[src/rtl/mips_io_pkg.sv]
// mips_io_pkg: shared types for the memory-mapped UART transmitter.
// FSM state encoding, register offsets and status bit positions.
package mips_io_pkg;

  typedef enum logic [1:0] {
    S_IDLE  = 2'd0,
    S_START = 2'd1,
    S_DATA  = 2'd2,
    S_STOP  = 2'd3
  } tx_state_t;

  localparam logic [31:0] TX_DATA_OFS = 32'd0;
  localparam logic [31:0] TX_STAT_OFS = 32'd4;

  localparam int ST_NOTEMPTY = 0;
  localparam int ST_FULL     = 1;
  localparam int ST_IDLE     = 2;
  localparam int ST_OVF      = 3;

endpackage

[src/rtl/mips_io_uart_tx_if.sv]
// mips_io_uart_tx_if: MEM-stage data bus as seen by the UART.
// master = CPU side (strobes, address, store data); slave = device.
interface mips_io_uart_tx_if;

  logic        MemWrite;
  logic        MemRead;
  logic [31:0] Address;
  logic [31:0] WriteData;
  logic [31:0] ReadData;

  modport master (
    output MemWrite, MemRead, Address, WriteData,
    input  ReadData
  );

  modport slave (
    input  MemWrite, MemRead, Address, WriteData,
    output ReadData
  );

endinterface

[src/rtl/io_word_fifo.sv]
// io_word_fifo: word FIFO, pointers with an extra wrap bit.
// Ports: push/din in, pop/dout out, full/empty flags.
module io_word_fifo #(
  parameter int WIDTH = 32,
  parameter int DEPTH = 4
) (
  input  logic             clk,
  input  logic             rst_n,
  input  logic             push,
  input  logic             pop,
  input  logic [WIDTH-1:0] din,
  output logic [WIDTH-1:0] dout,
  output logic             full,
  output logic             empty
);

  localparam int AW = $clog2(DEPTH);
  localparam logic [AW:0] PTR_ONE = {{AW{1'b0}}, 1'b1};

  logic [WIDTH-1:0] mem [DEPTH];
  logic [AW:0]      wr_ptr;
  logic [AW:0]      rd_ptr;
  logic             do_push;
  logic             do_pop;

  assign empty = (wr_ptr == rd_ptr);
  assign full  = (wr_ptr[AW-1:0] == rd_ptr[AW-1:0]) &&
                 (wr_ptr[AW] != rd_ptr[AW]);
  assign dout  = mem[rd_ptr[AW-1:0]];

  // A pop frees a slot in the same cycle, so a push into
  // a full FIFO is still taken when a pop accompanies it.
  assign do_pop  = pop && !empty;
  assign do_push = push && (!full || do_pop);

  always_ff @(posedge clk) begin
    if (do_push) mem[wr_ptr[AW-1:0]] <= din;
  end

  always_ff @(posedge clk or negedge rst_n) begin
    if (!rst_n) begin
      wr_ptr <= '0;
      rd_ptr <= '0;
    end else begin
      if (do_push) wr_ptr <= wr_ptr + PTR_ONE;
      if (do_pop)  rd_ptr <= rd_ptr + PTR_ONE;
    end
  end

endmodule

[src/rtl/mips_io_uart_tx.sv]
// mips_io_uart_tx: store-fed 8N1 UART TX with word FIFO and status reg.
// Ports: clk, reset (async low), bus (slave), TxD, Full, Idle.
module mips_io_uart_tx
  import mips_io_pkg::*;
#(
  parameter logic [31:0] BASE_ADDR  = 32'h1001_0040,
  parameter int          BAUD_DIV   = 434,
  parameter int          FIFO_DEPTH = 4,
  parameter int          DATA_WIDTH = 32
) (
  input  logic              clk,
  input  logic              reset,
  mips_io_uart_tx_if.slave  bus,
  output logic              TxD,
  output logic              Full,
  output logic              Idle
);

  localparam int CW = $clog2(BAUD_DIV);
  localparam logic [CW-1:0] CNT_LAST = CW'(BAUD_DIV - 1);
  localparam logic [CW-1:0] CNT_ONE  = CW'(1);

  logic                  sel_data;
  logic                  sel_stat;
  logic                  pop;
  logic                  empty;
  logic [DATA_WIDTH-1:0] fifo_dout;
  logic [31:0]           rdata;
  logic                  ovf;
  logic                  bit_end;

  tx_state_t             state;
  logic [DATA_WIDTH-1:0] shift;
  logic [1:0]            byte_idx;
  logic [2:0]            bit_idx;
  logic [CW-1:0]         baud_cnt;
  logic                  txd_q;

  assign sel_data = bus.MemWrite &&
                    (bus.Address == BASE_ADDR + TX_DATA_OFS);
  assign sel_stat = bus.MemRead &&
                    (bus.Address == BASE_ADDR + TX_STAT_OFS);

  assign bit_end = (baud_cnt == '0);

  // Pop when idle, or at the end of the last stop bit of a word
  // so the next word follows with no idle gap.
  assign pop = !empty &&
               ((state == S_IDLE) ||
                (state == S_STOP && bit_end && byte_idx == 2'd3));

  io_word_fifo #(
    .WIDTH (DATA_WIDTH),
    .DEPTH (FIFO_DEPTH)
  ) u_fifo (
    .clk   (clk),
    .rst_n (reset),
    .push  (sel_data),
    .pop   (pop),
    .din   (bus.WriteData),
    .dout  (fifo_dout),
    .full  (Full),
    .empty (empty)
  );

  assign Idle = empty && (state == S_IDLE);
  assign TxD  = txd_q;

  always_comb begin
    rdata = '0;
    if (sel_stat) begin
      rdata[ST_NOTEMPTY] = !empty;
      rdata[ST_FULL]     = Full;
      rdata[ST_IDLE]     = Idle;
      rdata[ST_OVF]      = ovf;
    end
  end

  assign bus.ReadData = rdata;

  // A dropped word in the same cycle as a status read keeps ovf set.
  always_ff @(posedge clk or negedge reset) begin
    if (!reset) begin
      ovf <= 1'b0;
    end else if (sel_data && Full && !pop) begin
      ovf <= 1'b1;
    end else if (sel_stat) begin
      ovf <= 1'b0;
    end
  end

  // The word is shifted out from bit 0 upward; with little-endian
  // byte order that is exactly byte 0..3, each LSB first.
  always_ff @(posedge clk or negedge reset) begin
    if (!reset) begin
      state    <= S_IDLE;
      shift    <= '0;
      byte_idx <= '0;
      bit_idx  <= '0;
      baud_cnt <= '0;
      txd_q    <= 1'b1;
    end else begin
      unique case (state)
        S_IDLE: begin
          txd_q <= 1'b1;
          if (pop) begin
            shift    <= fifo_dout;
            byte_idx <= '0;
            baud_cnt <= CNT_LAST;
            txd_q    <= 1'b0;
            state    <= S_START;
          end
        end
        S_START: begin
          if (bit_end) begin
            bit_idx  <= '0;
            txd_q    <= shift[0];
            shift    <= shift >> 1;
            baud_cnt <= CNT_LAST;
            state    <= S_DATA;
          end else begin
            baud_cnt <= baud_cnt - CNT_ONE;
          end
        end
        S_DATA: begin
          if (bit_end) begin
            baud_cnt <= CNT_LAST;
            if (bit_idx == 3'd7) begin
              txd_q <= 1'b1;
              state <= S_STOP;
            end else begin
              bit_idx <= bit_idx + 3'd1;
              txd_q   <= shift[0];
              shift   <= shift >> 1;
            end
          end else begin
            baud_cnt <= baud_cnt - CNT_ONE;
          end
        end
        S_STOP: begin
          if (bit_end) begin
            baud_cnt <= CNT_LAST;
            if (byte_idx != 2'd3) begin
              byte_idx <= byte_idx + 2'd1;
              txd_q    <= 1'b0;
              state    <= S_START;
            end else if (pop) begin
              shift    <= fifo_dout;
              byte_idx <= '0;
              txd_q    <= 1'b0;
              state    <= S_START;
            end else begin
              state <= S_IDLE;
            end
          end else begin
            baud_cnt <= baud_cnt - CNT_ONE;
          end
        end
      endcase
    end
  end

endmodule

[src/flat_wrapper.sv]
// flat-port wrapper written by rule: the top's interface ports become plain ports
module mips_io_uart_tx_flat import mips_io_pkg::*;
#(
  parameter logic [31:0] BASE_ADDR  = 32'h1001_0040,
  parameter int          BAUD_DIV   = 434,
  parameter int          FIFO_DEPTH = 4,
  parameter int          DATA_WIDTH = 32
)
  (clk, reset, TxD, Full, Idle, bus_MemWrite, bus_MemRead, bus_Address, bus_WriteData, bus_ReadData);
  mips_io_uart_tx_if bus_i ();
  input  logic clk;
  input  logic reset;
  output logic TxD;
  output logic Full;
  output logic Idle;
  input wire logic [$bits(bus_i.MemWrite)-1:0] bus_MemWrite;
  input wire logic [$bits(bus_i.MemRead)-1:0] bus_MemRead;
  input wire logic [$bits(bus_i.Address)-1:0] bus_Address;
  input wire logic [$bits(bus_i.WriteData)-1:0] bus_WriteData;
  output wire logic [$bits(bus_i.ReadData)-1:0] bus_ReadData;
  assign bus_i.MemWrite = bus_MemWrite;
  assign bus_i.MemRead = bus_MemRead;
  assign bus_i.Address = bus_Address;
  assign bus_i.WriteData = bus_WriteData;
  assign bus_ReadData = bus_i.ReadData;
  mips_io_uart_tx #(.BASE_ADDR(BASE_ADDR), .BAUD_DIV(BAUD_DIV), .FIFO_DEPTH(FIFO_DEPTH), .DATA_WIDTH(DATA_WIDTH)) u_core (.clk(clk), .reset(reset), .bus(bus_i), .TxD(TxD), .Full(Full), .Idle(Idle));
endmodule
[config.mk]
export PLATFORM = sky130hd
export DESIGN_NAME = mips_io_uart_tx_flat
export DESIGN_NICKNAME = d
export VERILOG_FILES = /design/src/rtl/mips_io_pkg.sv /design/src/rtl/mips_io_uart_tx_if.sv /design/src/rtl/io_word_fifo.sv /design/src/rtl/mips_io_uart_tx.sv /design/src/flat_wrapper.sv
export SDC_FILE = /design/constraint.sdc
export NUM_CORES = 1
export LEC_CHECK = 0
export CAP_MARGIN = 20
export CELL_PAD_IN_SITES_DETAIL_PLACEMENT = 0
export CELL_PAD_IN_SITES_GLOBAL_PLACEMENT = 1
export CORE_ASPECT_RATIO = 1.2
export CORE_UTILIZATION = 45
export DETAILED_ROUTE_END_ITERATION = 16
export PLACE_DENSITY = 0.87
export SLEW_MARGIN = 25
export SYNTH_ARGS = -nofsm -noshare
export SYNTH_HDL_FRONTEND = slang
export SYNTH_SLANG_ARGS = --single-unit
[constraint.sdc]
create_clock -name clk -period 5.51 [get_ports clk]
set_input_delay 1.3775 -clock clk [delete_from_list [all_inputs] [get_ports clk]]
set_output_delay 1.3775 -clock clk [all_outputs]
set_load 0.02 [all_outputs]
## Word level (Yosys, flattened, before mapping)

Memory sizes are Yosys's and may differ from the RTL's.
Cells that the tools add are included.

- Reduce and logical (&&, ||, !) cells: 27
- Muxes and demuxes: 39
- Equal/unequal tests: 19
- Add/sub/neg operators: 5

Operator list:

| kind | count |
|---|---|
| two-way mux 32 bit | 6 |
| case mux 32 bit (4 select lines) | 1 |
| == test 32 x 29 -> 1 bit (second input constant) | 2 |
| two-way mux 2 bit | 9 |
| two-way mux 9 bit | 2 |
| case mux 9 bit (2 select lines) | 1 |
| two-way mux 1 bit | 12 |
| logical AND 1 bit | 11 |
| inequality test 2 x 1 -> 1 bit (second input constant) | 5 |
| AND reduction 5 bit | 2 |
| adder 3 x 1 -> 3 bit (second input constant) | 3 |
| logical NOT 9 bit | 1 |
| two-way mux 3 bit | 3 |
| subtractor 9 x 1 -> 9 bit (second input constant) | 1 |
| case mux 2 bit (4 select lines) | 1 |
| AND reduction 4 bit | 2 |
| == test 2 bit (second input constant) | 3 |
| inequality test 2 bit (second input constant) | 3 |
| case mux 3 bit (2 select lines) | 1 |
| nonzero test 2 bit | 3 |
| two-way mux 4 bit | 1 |
| case mux 1 bit (4 select lines) | 1 |
| case mux 2 bit (2 select lines) | 1 |
| == test 3 bit | 1 |
| 11 further kinds | 14 |

- RAM bits: 128
- Logic and storage cells: 100
- Memories: 1
- Input port bits: 68
- Output and inout bits: 35
- Flip-flop bits (word level): 56

Memories:

| memory | depth | bits a word | rd ports | clocked after memory_dff | write ports | line | text |
|---|---|---|---|---|---|---|---|
| u_core.u_fifo.mem | 4 | 32 | 1 | 0 | 1 | io_word_fifo.sv:20 | `logic [WIDTH-1:0] mem [DEPTH];` |

## Longest topological paths before layout

Gate-level depths: netlist of the first run.

- Depth in word-level cells: 10
- Gate-level depth with buffers: 9
- Gate-level depth less buffers: 7

## By module

From an unflattened synthesis of the first run, not the netlist that was laid out.

- Cells, all modules: 477
- Area total of the unflattened synthesis: 8176.6 µm²

By module, submodules not included:

| module | instances | area each (µm²) | seq. area each (µm²) | cells an instance |
|---|---|---|---|---|
| io_word_fifo | 1 | 5068.6 | 3993.8 | 214 |
| mips_io_uart_tx | 1 | 3108.0 | 1252.5 | 263 |

## Worst setup path before layout of the first run

No wires, ideal clock.

- Path type: input port to flip-flop
- From: input port bus_Address[5]
- To: memory u_core.u_fifo.mem[0][0] (enable)
- Data required time: 5.089 ns
- Data arrival time: 3.673 ns
- Buffers on the path: 0
- Stages on the path: 5
- Slack: 1.416 ns
- Library setup time: 0.421 ns
- Path through: nor4b_1 -> nand4_1 -> nor3_1 -> nand3b_2 -> nor2_1

- Longest elaborated chain between the ends: 5

RTL lines:

| element | line | text |
|---|---|---|
| start: declaration | flat_wrapper.sv:18 | `input wire logic [$bits(bus_i.Address)-1:0] bus_Address;` |
| == test 32 x 29 -> 1 bit | mips_io_uart_tx.sv:40 | `(bus.Address == BASE_ADDR + TX_DATA_OFS);` |
| logical AND 1 bit | mips_io_uart_tx.sv:39 | `assign sel_data = bus.MemWrite &&` |
| logical AND 1 bit | io_word_fifo.sv:34 | `assign do_push = push && (!full \|\| do_pop);` |
| two-way mux 1 bit | io_word_fifo.sv:37 | `if (do_push) mem[wr_ptr[AW-1:0]] <= din;` |
| two-way mux 1 bit (not written as such) | io_word_fifo.sv:37 |  |
| end: declaration | io_word_fifo.sv:20 |  |

No other way between the ends.

## Worst setup path after layout of the first run

- From: input port bus_Address[6]
- To: output port bus_ReadData[0]

- Longest elaborated chain between the ends: 3

RTL lines:

| element | line | text |
|---|---|---|
| == test 32 x 29 -> 1 bit | mips_io_uart_tx.sv:42 | `(bus.Address == BASE_ADDR + TX_STAT_OFS);` |
| logical AND 1 bit | mips_io_uart_tx.sv:41 | `assign sel_stat = bus.MemRead &&` |
| two-way mux 4 bit | mips_io_uart_tx.sv:71 | `if (sel_stat) begin` |
| end: declaration | flat_wrapper.sv:20 | `output wire logic [$bits(bus_i.ReadData)-1:0] bus_ReadData;` |

No other way between the ends.

==> impl_metrics.tcl, run 1 <==
set metrics [dict create \
    min-delay-start "u_core.shift[31]" \
    relSlewSlack 0.4491 \
    synthTopCellsByArea "edfxtp_1, dfrtp_1, mux4_2, nand3_1, nand4b_1" \
    fin_crit_sh 0.8584 \
    ant_nets 0 \
    power_density_nw_per_um2 318.2 \
    yosys.cell_count.top_type "edfxtp_1" \
    hold_ws_ns 0.4932 \
    synth_area_per_cell_um2 14.17 \
    place_congestion 0.8132 \
    reg2reg_depth 8 \
    initial_core_util 0.4614 \
    fmax_mhz 211.4 \
    ys_ff_latch 184 \
    place_area_um2 9256 \
    setup-tns-final_ns 0 \
    synth_cells 594 \
    n_antenna_cell 0 \
    syn_area_um2 8417 \
    drive_gt1_frac 0.1384 \
    holdPathStages 1 \
    leakagePower_uw 0.003616 \
    cts_setup_buffers 0 \
    vias 5192 \
    rrSetupSlack_ns 2.57 \
    grt_usage 0.1832 \
    cp.arrival_ns 3.35 \
    place_hpwl_mm 10.19 \
    synthArstFlopShare 0.3043 \
    crit_path_start_kind "input port" \
    nets 740 \
    setup_viol 0 \
    seq_area_um2 5248 \
    synth_top_area_cell "edfxtp_1" \
    multi_input_area_um2 2824 \
    path_clk_slew_ns 0.06 \
    synth-edff-count 128 \
    synth_warnings 0 \
    clock_sinks 184 \
    n_fill_cell 1472 \
    root_buffer "clkbuf_16" \
    tightest_slew_ns 0.8264 \
    drt_iter0_markers 467 \
    cts_resized 0 \
    final_cells 896 \
    io_buffers 74 \
    dp.cells 864 \
    dieArea_um2 19260 \
    slew_violations 0 \
    seq_area_frac_synth 0.6233 \
    rsz0062_at_grt "false" \
    area_growth_pct 16.81 \
    core-area_um2 18240 \
    cts_tree "built" \
    rr_endpoint "u_core.u_fifo.mem[3][8]" \
    first_pass_iters 6 \
    hold_end "u_core.shift[31]" \
    crit_type "in -> out" \
    ys.flop_type "edfxtp_1" \
    ctsHoldBuffers 0 \
    max-vdd-ir-drop_mv 0.2098 \
    path_max_fanout 4 \
    clockBufferDepth 2 \
    maxCapViolCount 0 \
    required_ns 4.13 \
    grt_start_max_net_pins 96 \
    finClkSkew_ns 0.01008 \
    hold_violations 0 \
    rr_startpoint "u_core.baud_cnt[0]" \
    grt_overflow_total 0 \
    synth_commonest_cells "edfxtp_1, nand3_1, dfrtp_1" \
    io_pins 103 \
    vias_per_cell 5.795 \
    clock_latency_ns 0.43 \
    fin_util 0.5390 \
    die_w_um 126.8 \
    hold_path_class "reg -> reg" \
    antenna_found_initial 0 \
    stdcell_area_um2 9832 \
    drt_wl_total_mm 16.52 \
    outcome "finished, final reports clean" \
    synth_top_area_share 0.4567 \
    rows 54 \
    grt_pass1_vias 5329 \
    period_minus_slack_ns 4.730 \
    crit_path_end_kind "primary output" \
    die_y_um 151.8 \
    cts_buffers 17 \
    grt_pass1_wl_mm 27.37 \
    avgRoutedWirePerCell_um 18.44 \
    synth_cell_type_count 53 \
    drc 0 \
    h-tree-depth 4 \
]
worst max-delay path: stages:
cell and delay [ns]:
clkdlybuf4s50_1 0.47, nor4b_1 0.27, nand4_1 0.16, nor2_1 0.16
nand3_1 0.15, nor2_1 0.13, clkdlybuf4s50_1 0.62
final cells by class:
type	instances	share of cell area
Tap cell	224	0.02851
Sequential cell	184	0.5337
Timing Repair Buffer	88	0.08552
Multi-Input combinational cell	351	0.2872
Inverter	17	0.006490
Clock inverter	8	0.008526
Clock buffer	24	0.05001
metrics by stage:
step                setup slack, ns  power [uW]
CTS                          0.7717        3149
global placement             0.8167        1947
detailed placement           0.7823        1973
floorplan                     1.416        1872
global route                 0.6007        3256
finish                       0.7800        3128
power breakdown:
group	total (uW)	internal (uW)	switching, uW
Clock	1180	676	500
Combinational	301	162	138
Sequential	1650	1580	74.4
layer usage:
metal,share of wire,routed length (um),track usage,vias up
met5,0,0,0,-
met4,0.024,397,0.07540,0
met3,0.031,512,0.04120,30
met2,0.53,8747,0.3163,134
met1,0.42,6860,0.2207,2670
li1,-,-,-,2358
cell usage in the layout (no fill, tap or decap), types with 4 or more instances in the layout:
| master | netlist | routed |
|---|---|---|
| a21oi_1 | 11 | 11 |
| a22o_1 | 4 | 4 |
| a22oi_1 | 31 | 31 |
| buf_4 | 29 | 14 |
| clkbuf_16 | 0 | 17 |
| clkbuf_8 | 0 | 4 |
| clkdlybuf4s50_1 | 0 | 73 |
| conb_1 | 1 | 28 |
| dfrtp_1 | 55 | 54 |
| edfxtp_1 | 128 | 128 |
| ha_1 | 13 | 12 |
| inv_1 | 17 | 17 |
| mux2_2 | 4 | 4 |
| mux4_2 | 32 | 32 |
| nand2_1 | 15 | 15 |
| nand3_1 | 64 | 64 |
| nand4b_1 | 31 | 31 |
| nor2_1 | 15 | 12 |
| nor2b_1 | 32 | 32 |
| nor3_1 | 9 | 9 |
| nor4_1 | 5 | 5 |
| o21ai_0 | 9 | 9 |
| xnor2_1 | 7 | 7 |
worst max-delay path by stage:
stage,start,endpoint,slack [ns]
floorplan,bus_Address[5],u_core.u_fifo.mem[0][0],1.42
global placement,bus_Address[6],bus_ReadData[1],0.82
detailed placement,bus_Address[6],bus_ReadData[0],0.78
CTS,bus_Address[6],bus_ReadData[0],0.77
global route,bus_Address[6],bus_ReadData[1],0.60
finish,bus_Address[6],bus_ReadData[0],0.78
cells by family (layout without fill, tap and decap cells):
group / after synthesis / count (layout) / share of synthesized area
xor gates and xnor gates: 7 / 7 / 0.007284
and+or+nand+nor: 188 / 188 / 0.1348
other: 1 / 28 / 0.0004455
buffers and inverters: 86 / 137 / 0.05545
DFF: 184 / 184 / 0.6233
AOI/OAI and AO/OA: 75 / 75 / 0.06333
adders and majority gates: 13 / 13 / 0.01933
muxes: 40 / 40 / 0.09603
sequential cells by signal, indices dropped and copies added, names as in the netlist:
signal,count
u_core.ovf,1
u_core.shift,32
u_core.baud_cnt,9
u_core.bit_idx,3
u_core.state,2
u_core.u_fifo.mem,128
u_core.byte_idx,2
u_core.TxD,1
u_core.u_fifo.wr_ptr,3
u_core.u_fifo.rd_ptr,3
No activity file was read; power rests on OpenSTA's default activity.
==> inputs of run 2 (changes only) <==
--- a/config.mk
+++ b/config.mk
@@ -9,9 +9,10 @@
 export CELL_PAD_IN_SITES_DETAIL_PLACEMENT = 0
 export CELL_PAD_IN_SITES_GLOBAL_PLACEMENT = 1
 export CORE_ASPECT_RATIO = 1.2
-export CORE_UTILIZATION = 45
+export CORE_UTILIZATION = 42
 export DETAILED_ROUTE_END_ITERATION = 16
-export PLACE_DENSITY = 0.87
+export HOLD_SLACK_MARGIN = 0.12
+export PLACE_DENSITY = 0.86
 export SLEW_MARGIN = 25
 export SYNTH_ARGS = -nofsm -noshare
 export SYNTH_HDL_FRONTEND = slang
==> constraint.sdc (replaced) <==
create_clock -name clk -period 3.9 [get_ports clk]
set_input_delay 0.975 -clock clk [delete_from_list [all_inputs] [get_ports clk]]
set_output_delay 0.975 -clock clk [all_outputs]
set_load 0.02 [all_outputs]
==> run 2 against run 1 <==
  * Worst setup slack worse by 0.56 ns
  * Final area up 0.38%
  * First-iteration DRC count down 13%
  * Clock skew down 0.0015 ns
  * Register-to-register slack worse by 1.5 ns
  * Clock power up 29%
  * Hold slack better by 0.0068 ns
  * Global-route usage down 1.3 points
  * Sequential power up 41%
  * Sequential share of layout area down 0.20 points
  * Via count down 1.4%
  * Utilization down 3.6 points
  * Critical path type unchanged
  * Critical endpoint unchanged
==> impl_metrics.tcl, run 2 (synthesis results as in run 1) <==
set metrics [dict create \
    die_y_um 157.1 \
    io_buffers 74 \
    rsz0062_at_grt "false" \
    grt_start_max_net_pins 46 \
    tightest_slew_ns 0.8650 \
    root_buffer "clkbuf_16" \
    maxCapViolCount 0 \
    drive_gt1_frac 0.1341 \
    clock_latency_ns 0.42 \
    dieArea_um2 20610 \
    slowest_stage "clkdlybuf4s50_1" \
    cts_setup_buffers 0 \
    p_total_uw 4277 \
    rr_startpoint "u_core.baud_cnt[0]" \
    hold_ws_ns 0.4999 \
    mostFrequentLayoutCell "edfxtp_1" \
    avgRoutedWirePerCell_um 17.93 \
    grt_pass1_wl_mm 27.01 \
    first_pass_iters 5 \
    antenna_found_initial 0 \
    max-vdd-ir-drop_mv 0.2827 \
    crit_path_frequent_cell "nor2_1" \
    crit_path_end_kind "primary output" \
    period_minus_slack_ns 3.678 \
    path_clk_slew_ns 0.07 \
    area_growth_pct 17.26 \
    largest_reg_flops 128 \
    place_congestion 0.8055 \
    multi_input_area_um2 2824 \
    slew_violations 0 \
    crit_type "in -> out" \
    nets 740 \
    cp_cell_sequence "clkdlybuf4s50_1, nor4b_1, nand4_1, nor2_1, nand3_1, nor2_1, dlygate4sd2_1" \
    hold_path_class "reg -> reg" \
    finClkSkew_ns 0.008570 \
    ant_nets 0 \
    leakagePower_uw 0.003610 \
    power_density_nw_per_um2 433.4 \
    initial_core_util 0.4290 \
    outcome "finished, final reports clean" \
    vias 5120 \
    setup-tns-final_ns 0 \
    clock_sinks 184 \
    crit_path_max_incr_delay_ns 0.41 \
    n_antenna_cell 0 \
    final_cell_mix "edfxtp_1, clkdlybuf4s50_1, nand3_1" \
    n_fill_cell 1660 \
    cts_buffers 17 \
    required_ns 2.92 \
    cp.arrival_ns 2.70 \
    drc 0 \
    grt_pass1_vias 5329 \
    drt_iter0_markers 405 \
    clockBufferDepth 2 \
    grt_usage 0.1698 \
    fin_util 0.5031 \
    relSlewSlack 0.4233 \
    fmax_mhz 271.9 \
    h-tree-depth 4 \
    vias_per_cell 5.494 \
    die_w_um 131.2 \
    place_hpwl_mm 10.39 \
    hold_violations 0 \
    drt_wl_total_mm 16.71 \
    min-delay-start "u_core.u_fifo.wr_ptr[2]" \
    io_pins 103 \
    rows 56 \
    setup_viol 0 \
    path_max_fanout 4 \
    grt_overflow_total 0 \
    crit_path_start_kind "input port" \
    core-area_um2 19620 \
    fin_crit_sh 0.9431 \
    cp-startpoint "bus_Address[5]" \
    cts_tree "built" \
    seq_area_um2 5248 \
]
## run 2: changes by cell type in the layout (fill, tap and decap cells not counted), sizes merged
| cell | change |
|---|---|
| clkdlybuf4s50 | -4 |
| clkbuf | -6 |
| dlygate4sd2 | +4 |
| clkinvlp | +2 |
| clkinv | +5 |
| inv | -1 |
| bufinv | -1 |
## run 2: final timing paths
kind                                           end  slack [ns]  cells after the start
max                                bus_ReadData[0]        0.22                      7
max in group asynchronous               u_core.TxD        2.37                      2
max reg2reg                       u_core.shift[22]        1.03                      8
min in group asynchronous         u_core.shift[26]        0.66                      1
min                        u_core.u_fifo.wr_ptr[2]        0.50                      1
min reg2reg                u_core.u_fifo.wr_ptr[2]        0.50                      1
## run 2: critical path, delay by kind of cell
| family | cells | cell delay [ns] |
|---|---|---|
| and+or+nand+nor | 5 | 0.96 |
| buffers and inverters | 2 | 0.76 |
## run 2: power by group
part,internal (uW),leakage (uW),switching (uW)
Clock,804,0.000243,712
Combinational,231,0.00144,196
Sequential,2230,0.00193,106
Total,3260,0.00361,1010
## run 2: per-layer routing
| metal | share of wire | track usage | vias up |
|---|---|---|---|
| li1 | - | - | 2358 |
| met2 | 0.54 | 0.3040 | 144 |
| met3 | 0.035 | 0.03414 | 20 |
| met5 | 0 | 0 | - |
| met1 | 0.41 | 0.1974 | 2598 |
| met4 | 0.015 | 0.07619 | 0 |
## run 2: area by class of cell
class | count | share of cell area
Timing Repair Buffer | 88 | 0.09102
Multi-Input combinational cell | 351 | 0.2861
Clock inverter | 13 | 0.008114
Clock buffer | 18 | 0.04348
Sequential cell | 184 | 0.5317
Tap cell | 261 | 0.03309
Inverter | 17 | 0.006466
## run 2: metrics by stage
step / cell area [um2] / worst slack (ns) / std cells
after floorplan: 8518 / 0.2085 / 621
after global placement: 9364 / 0.003507 / 901
after detailed placement: 9364 / -0.04103 / 901
after CTS: 9868 / 0.2296 / 932
after global routing: 9869 / 0.06986 / 932
final: 9869 / 0.2221 / 932
## run 2: what timing repair did
item                                    CTS  global route
gates resized for setup                   4             0
endpoints found under the setup margin    4             0
hold endpoints to repair                  0             0
hold buffers                              0             0
